## config.mk

```make
export PLATFORM = sky130hd
export DESIGN_NAME = gray_sync_decoder
export DESIGN_NICKNAME = d
export VERILOG_FILES = /design/src/rtl/gray_pkg.sv /design/src/rtl/sync_2ff.sv /design/src/rtl/gray_sync_decoder.sv
export SDC_FILE = /design/constraint.sdc
export NUM_CORES = 1
export LEC_CHECK = 0
export ABC_CLOCK_PERIOD_IN_PS = 1950
export CAP_MARGIN = 20
export CORE_MARGIN = 1
export CORE_UTILIZATION = 44
export CTS_CLUSTER_DIAMETER = 100
export DETAILED_ROUTE_END_ITERATION = 8
export GPL_TIMING_DRIVEN = 0
export PLACE_DENSITY = 0.84
export SLEW_MARGIN = 20
export SYNTH_ARGS = -nofsm -noshare
export SYNTH_HDL_FRONTEND = slang
export SYNTH_SLANG_ARGS = --single-unit
```

## constraint.sdc

```tcl
create_clock -name reloj -period 1.95 [get_ports reloj]
set_clock_uncertainty 0.1 [all_clocks]
set_input_delay 0.195 -clock reloj [delete_from_list [all_inputs] [get_ports reloj]]
set_output_delay 0.195 -clock reloj [all_outputs]
set_load 0.01 [all_outputs]
```

## src/rtl/gray_pkg.sv

```systemverilog
`timescale 1ns/1ps
// gray_pkg
// Shared definitions for the Gray decoder input stage: word width, FSM
// state encoding and the two pure conversion helpers used when a value
// is committed.
//   GRAY_W        : Gray/binary word width (fixed at 4)
//   gray_state_t  : STABLE / PENDING / COMMIT
//   gray2bin()    : Gray code -> binary
//   bin2bcd()     : 4-bit binary -> {tens, units}, each 4 bits
package gray_pkg;

    localparam int GRAY_W = 4;

    typedef enum logic [1:0] {
        STABLE  = 2'd0,
        PENDING = 2'd1,
        COMMIT  = 2'd2
    } gray_state_t;

    // Each binary bit is the XOR of all Gray bits at or above it.
    function automatic logic [GRAY_W-1:0] gray2bin(input logic [GRAY_W-1:0] g);
        logic [GRAY_W-1:0] b;
        b[GRAY_W-1] = g[GRAY_W-1];
        for (int i = GRAY_W - 2; i >= 0; i--) begin
            b[i] = b[i+1] ^ g[i];
        end
        return b;
    endfunction

    // A 4-bit value never exceeds 15, so the tens digit is only ever 0 or 1.
    function automatic logic [7:0] bin2bcd(input logic [GRAY_W-1:0] b);
        logic [3:0] tens;
        logic [3:0] units;
        if (b >= 4'd10) begin
            tens  = 4'd1;
            units = b - 4'd10;
        end else begin
            tens  = 4'd0;
            units = b;
        end
        return {tens, units};
    endfunction

endpackage

```

## src/rtl/sync_2ff.sv

```systemverilog
`timescale 1ns/1ps
// sync_2ff
// Two-flop synchroniser for a W-bit bus that is asynchronous to clk.
// The bus is treated as a unit; for switch inputs any mid-transition
// skew between bits is absorbed by the downstream debounce.
// Ports:
//   clk : rising-edge clock
//   rst : synchronous, active-high reset (both stages clear to 0)
//   d   : asynchronous input bus
//   q   : synchronised output (second stage)
module sync_2ff #(
    parameter int W = 1
) (
    input  logic         clk,
    input  logic         rst,
    input  logic [W-1:0] d,
    output logic [W-1:0] q
);

    logic [W-1:0] sync_q1;
    logic [W-1:0] sync_q2;

    always_ff @(posedge clk) begin
        if (rst) begin
            sync_q1 <= '0;
            sync_q2 <= '0;
        end else begin
            sync_q1 <= d;
            sync_q2 <= sync_q1;
        end
    end

    assign q = sync_q2;

endmodule

```

## src/rtl/gray_sync_decoder.sv

```systemverilog
`timescale 1ns/1ps
// gray_sync_decoder
// Input stage of the Gray decoder datapath. Synchronises the switch Gray
// code, optionally debounces it, and on each committed change registers
// the binary value and its tens/units BCD digits together with a
// one-cycle 'nuevo' strobe.
//
// Build option: GRAY_DEBOUNCE_EN
//   defined   : a change must hold DEBOUNCE_CYCLES cycles at the
//               synchroniser output before it is committed.
//   undefined : any change at the synchroniser output commits directly;
//               DEBOUNCE_CYCLES is ignored.
//
// Ports:
//   reloj   : 50 MHz system clock, rising edge
//   reset   : synchronous, active-high reset
//   gray_in : raw switch Gray code (asynchronous)
//   bin_out : committed binary value
//   bcd_d   : tens digit of bin_out (0 or 1)
//   bcd_u   : units digit of bin_out (0..9)
//   nuevo   : one-cycle pulse in the cycle new outputs first appear
module gray_sync_decoder
    import gray_pkg::*;
#(
    parameter int WIDTH           = GRAY_W,
    parameter int DEBOUNCE_CYCLES = 50000
) (
    input  logic             reloj,
    input  logic             reset,
    input  logic [WIDTH-1:0] gray_in,
    output logic [WIDTH-1:0] bin_out,
    output logic [3:0]       bcd_d,
    output logic [3:0]       bcd_u,
    output logic             nuevo
);

    logic [WIDTH-1:0] sync_q2;

    sync_2ff #(
        .W (WIDTH)
    ) u_sync (
        .clk (reloj),
        .rst (reset),
        .d   (gray_in),
        .q   (sync_q2)
    );

    gray_state_t      state_q,  state_d;
    logic [WIDTH-1:0] stable_q, stable_d;
    logic [WIDTH-1:0] cand_q,   cand_d;
    logic [WIDTH-1:0] bin_q,    bin_d;
    logic [3:0]       tens_q,   tens_d;
    logic [3:0]       units_q,  units_d;
    logic             nuevo_q,  nuevo_d;
    logic [WIDTH-1:0] cand_bin;

`ifdef GRAY_DEBOUNCE_EN
    localparam int CNT_W = $clog2(DEBOUNCE_CYCLES);
    localparam logic [CNT_W-1:0] CNT_LAST = CNT_W'(DEBOUNCE_CYCLES - 1);

    logic [CNT_W-1:0] cnt_q, cnt_d;
`endif

    assign cand_bin = gray2bin(cand_q);

    always_comb begin
        state_d  = state_q;
        stable_d = stable_q;
        cand_d   = cand_q;
        bin_d    = bin_q;
        tens_d   = tens_q;
        units_d  = units_q;
        nuevo_d  = 1'b0;
`ifdef GRAY_DEBOUNCE_EN
        cnt_d    = cnt_q;
`endif

        case (state_q)
            STABLE: begin
                if (sync_q2 != stable_q) begin
                    cand_d  = sync_q2;
`ifdef GRAY_DEBOUNCE_EN
                    cnt_d   = '0;
                    state_d = PENDING;
`else
                    state_d = COMMIT;
`endif
                end
            end
`ifdef GRAY_DEBOUNCE_EN
            PENDING: begin
                if (sync_q2 == stable_q) begin
                    // bounced back to the committed code: drop the candidate
                    state_d = STABLE;
                end else if (sync_q2 != cand_q) begin
                    // moved to yet another code: restart the hold window
                    cand_d = sync_q2;
                    cnt_d  = '0;
                end else if (cnt_q == CNT_LAST) begin
                    state_d = COMMIT;
                end else begin
                    cnt_d = cnt_q + 1'b1;
                end
            end
`endif
            COMMIT: begin
                // input changes seen here are picked up from STABLE next cycle
                state_d           = STABLE;
                stable_d          = cand_q;
                bin_d             = cand_bin;
                {tens_d, units_d} = bin2bcd(cand_bin);
                nuevo_d           = 1'b1;
            end
            default: begin
                state_d = STABLE;
            end
        endcase
    end

    always_ff @(posedge reloj) begin
        if (reset) begin
            state_q  <= STABLE;
            stable_q <= '0;
            cand_q   <= '0;
            bin_q    <= '0;
            tens_q   <= '0;
            units_q  <= '0;
            nuevo_q  <= 1'b0;
`ifdef GRAY_DEBOUNCE_EN
            cnt_q    <= '0;
`endif
        end else begin
            state_q  <= state_d;
            stable_q <= stable_d;
            cand_q   <= cand_d;
            bin_q    <= bin_d;
            tens_q   <= tens_d;
            units_q  <= units_d;
            nuevo_q  <= nuevo_d;
`ifdef GRAY_DEBOUNCE_EN
            cnt_q    <= cnt_d;
`endif
        end
    end

    assign bin_out = bin_q;
    assign bcd_d   = tens_q;
    assign bcd_u   = units_q;
    assign nuevo   = nuevo_q;

endmodule

```

==> run_results.csv <==
group,metric,value,unit
placement,gp_congestion,0.755,
sta,timing.final.hold_violations,0,
setup_path,timing.critical_path.slowest_cell_delay,0.37,ns
die,placeableCoreArea,2040,sq um
global_routing,grt_first_pass_wirelength,3100,um
worst_hold_path,min_path_type,"primary input to register",
synth,async_flop_share,0,%
finish,antenna_cells,0,
sta,max_freq,520,MHz
sta,rsz0062_at_grt,"true",
clocking,cts.hold.buffers_added,0,
clocking,worst_skew_pair_latency,0.31,ns
power,worst_ir_drop_vdd,0.619,mV
clocking,clock_sinks,25,
setup_path,cp-end-kind,"register",
synth,post-synth-top-count-cell,"dfxtp_1",
clocking,htree_levels,1,
placement,dp.final_hpwl,1170,um
sta,holdWs,0.320,ns
setup_path,cp-start-kind,"register",
route,drc,0,
finish,post_route_cells_drive_above_1_share,19.8,%
power,power_per_cell_area,692,nW/um^2
clocking,cts_buffer_depth,2,
placement,placement.io_buffers,15,
setup_path,crit_path_cell_trace,"inv_2 > ha_4 > xnor2_4 > ha_2 > o31a_1 > mux2_4 > a22o_1",
flow_run,max_cap_viol_count,0,
route,routed-via-count,721,
synth,synth-edff-count,0,
synth,synth_top_cells_by_count,"dfxtp_1, nor2_1, mux2i_1",
global_routing,grt_pass1_vias,657,
synth,synth_cell_types,20,
global_routing,overflow,0,
die,floorplan.die_area,2440,sq um
sta,timing_max_transition_violations_final,0,
synth,ys_top_cells_by_area,"dfxtp_1, mux2i_1, nor2_1, nor2b_1, xnor2_1",
finish,design_area,1300,sq um
synth,synth_top_cell_by_area,"dfxtp_1",
power,total_power,901,uW
finish,area_growth_syn_to_layout,31.6,%
run_status,status,"finished, final reports clean",
die,initial_utilization,48.5,%
sta,post-route-min-period,1.92,ns
setup_path,crit_required,2.07,ns
synth,synth_area_per_cell,10.5,sq um
route,vias_per_cell,4.87,
synth,synthCells,94,
die,pin_count,19,
clocking,cts.reportedPaths.clkPinSlew,0.13,ns
route,antenna_violating_nets_post_route,0,
setup_path,timing_worst_setup_path_type,"register to register",
global_routing,grt_start_max_net_pins,15,
sta,final_setup_tns,0,ns
global_routing,grt_antenna_before_repair,0,
synth,most_common_flop_cell_mapped_by_yosys,"dfxtp_1",
die,die_h,49.4,um
synth,post_synth_instance_area,990,sq um
sta,period_share,98.6,%
clocking,cts_tree,"yes",
sta,finalWorstSetupSlack,0.0263,ns
route,routedWlPerCell,12.3,um
route,routed_wl,1820,um
route,initialDrtViolationCount,8,
synth,yosys_warnings,0,
die,die_wd,49.4,um
setup_path,buf_inv_stages_crit_path,1,
route,dr.pass1.iters,4,
placement,place_area,1220,sq um
clocking,cts_made_buffers,3,
setup_path,cp_top_family,"compound AO/OA/AOI/OAI gates",
die,core.rowCount,16,
synth,seq_area_frac_synth,50.6,%
power,static-leakage-power,0.000522,uW
clocking,clk_root_buffer_cell,"clkbuf_4",
finish,design.final.nets,131,
global_routing,globalRouteTotalUtil,17.1,%
synth,proportion_of_netlist_area_held_by_the_largest_area_contributor,50.6,%
setup_path,timing.critical_path.fanout_max,2,
setup_path,critPathArrivalTime,2.04,ns
synth,postSynthRegisterBits,25,
setup_path,critical_path.slowest_cell,"dfxtp_4",
sta,finalSetupViolations,0,
placement,dpl_worst_slack,-0.0986,ns
## worst paths after layout
kind,from,endpoint,slack [ns],depth (start not counted)
worst max-delay path,cand_q[2],bcd_u[3],0.03,7
worst min-delay path,gray_in[2],u_sync.sync_q1[2],0.32,2
worst max register to register,cand_q[2],bcd_u[3],0.03,7
worst min register to register,u_sync.sync_q1[1],u_sync.q[1],0.35,1
## placed cells by master (no fill, tap or decap)
| cell | count |
|---|---|
| clkbuf_1 | 3 |
| or2_0 | 1 |
| mux2i_1 | 13 |
| clkinv_2 | 1 |
| inv_2 | 1 |
| and2_1 | 1 |
| ha_2 | 1 |
| nand4_1 | 1 |
| mux2_4 | 1 |
| dfxtp_1 | 23 |
| o31a_1 | 1 |
| nor2_1 | 16 |
| a211oi_1 | 2 |
| dfxtp_4 | 2 |
| a22o_1 | 1 |
| xnor2_1 | 4 |
| xnor2_4 | 1 |
| ha_4 | 1 |
| buf_2 | 1 |
| buf_6 | 1 |
| mux2_1 | 1 |
| conb_1 | 3 |
| ha_1 | 1 |
| clkdlybuf4s50_1 | 15 |
| clkbuf_4 | 3 |
| a41oi_2 | 1 |
| nor2b_1 | 9 |
| buf_4 | 10 |
| a21oi_1 | 2 |
## cell type report
class	instances	area, sq um
Multi-Input combinational cell	61	477
Clock buffer	3	22.5
Timing Repair Buffer	21	199
Tap cell	27	33.8
Fill cell	168	739
Sequential cell	25	508
Inverter	1	3.75
Buffer	9	53.8
Clock inverter	1	5.00
## layer usage
layer  routed length, um  up-vias  GRT usage, %
met5                   0        -             0
met4                   0        0          2.86
met3                  98        0          5.61
met2                 950       25          32.4
met1                 771      337          18.3
li1                    -      359             -
## cell families after synthesis
group,after synthesis,share of synthesized area [%]
AO/OA/AOI/OAI,7,5.94
XOR/XNOR,5,4.42
adder cells (fa/ha/maj),3,3.79
buffers and inverters,10,5.81
flip-flops,25,50.6
multiplexers,15,15.4
other,1,0.379
AND/OR/NAND/NOR,28,13.7
## sequential cells by signal (all words and copies together) (netlist names)
signal / cells
cand_q: 4
stable_q: 4
u_sync.q: 4
u_sync.sync_q1: 4
bcd_u: 3
bin_out: 3
bcd_d: 1
nuevo: 1
state_q: 1
## power by group
group          total (uW)  switching (uW)  internal [uW]
Clock                 222             145           76.7
Sequential            540            11.5            529
Combinational         139            61.9           76.9
## per-stage QoR
step | utilization (%) | cells
5_1_grt | 63.8 | 148
3_3_place_gp | 59.6 | 138
3_5_place_dp | 59.6 | 138
4_1_cts | 63.2 | 147
2_1_floorplan | - | 96
6_report | 63.8 | 148
## timing repair
item                                    CTS  global route
endpoints found under the setup margin    1             1
gates resized for setup                   3             1
endpoints found under the hold margin     0             0
cloned                                    0             0
pin swaps                                 5             4
setup buffers                             5             1
Note: power is estimated with default switching activity, not from simulation.
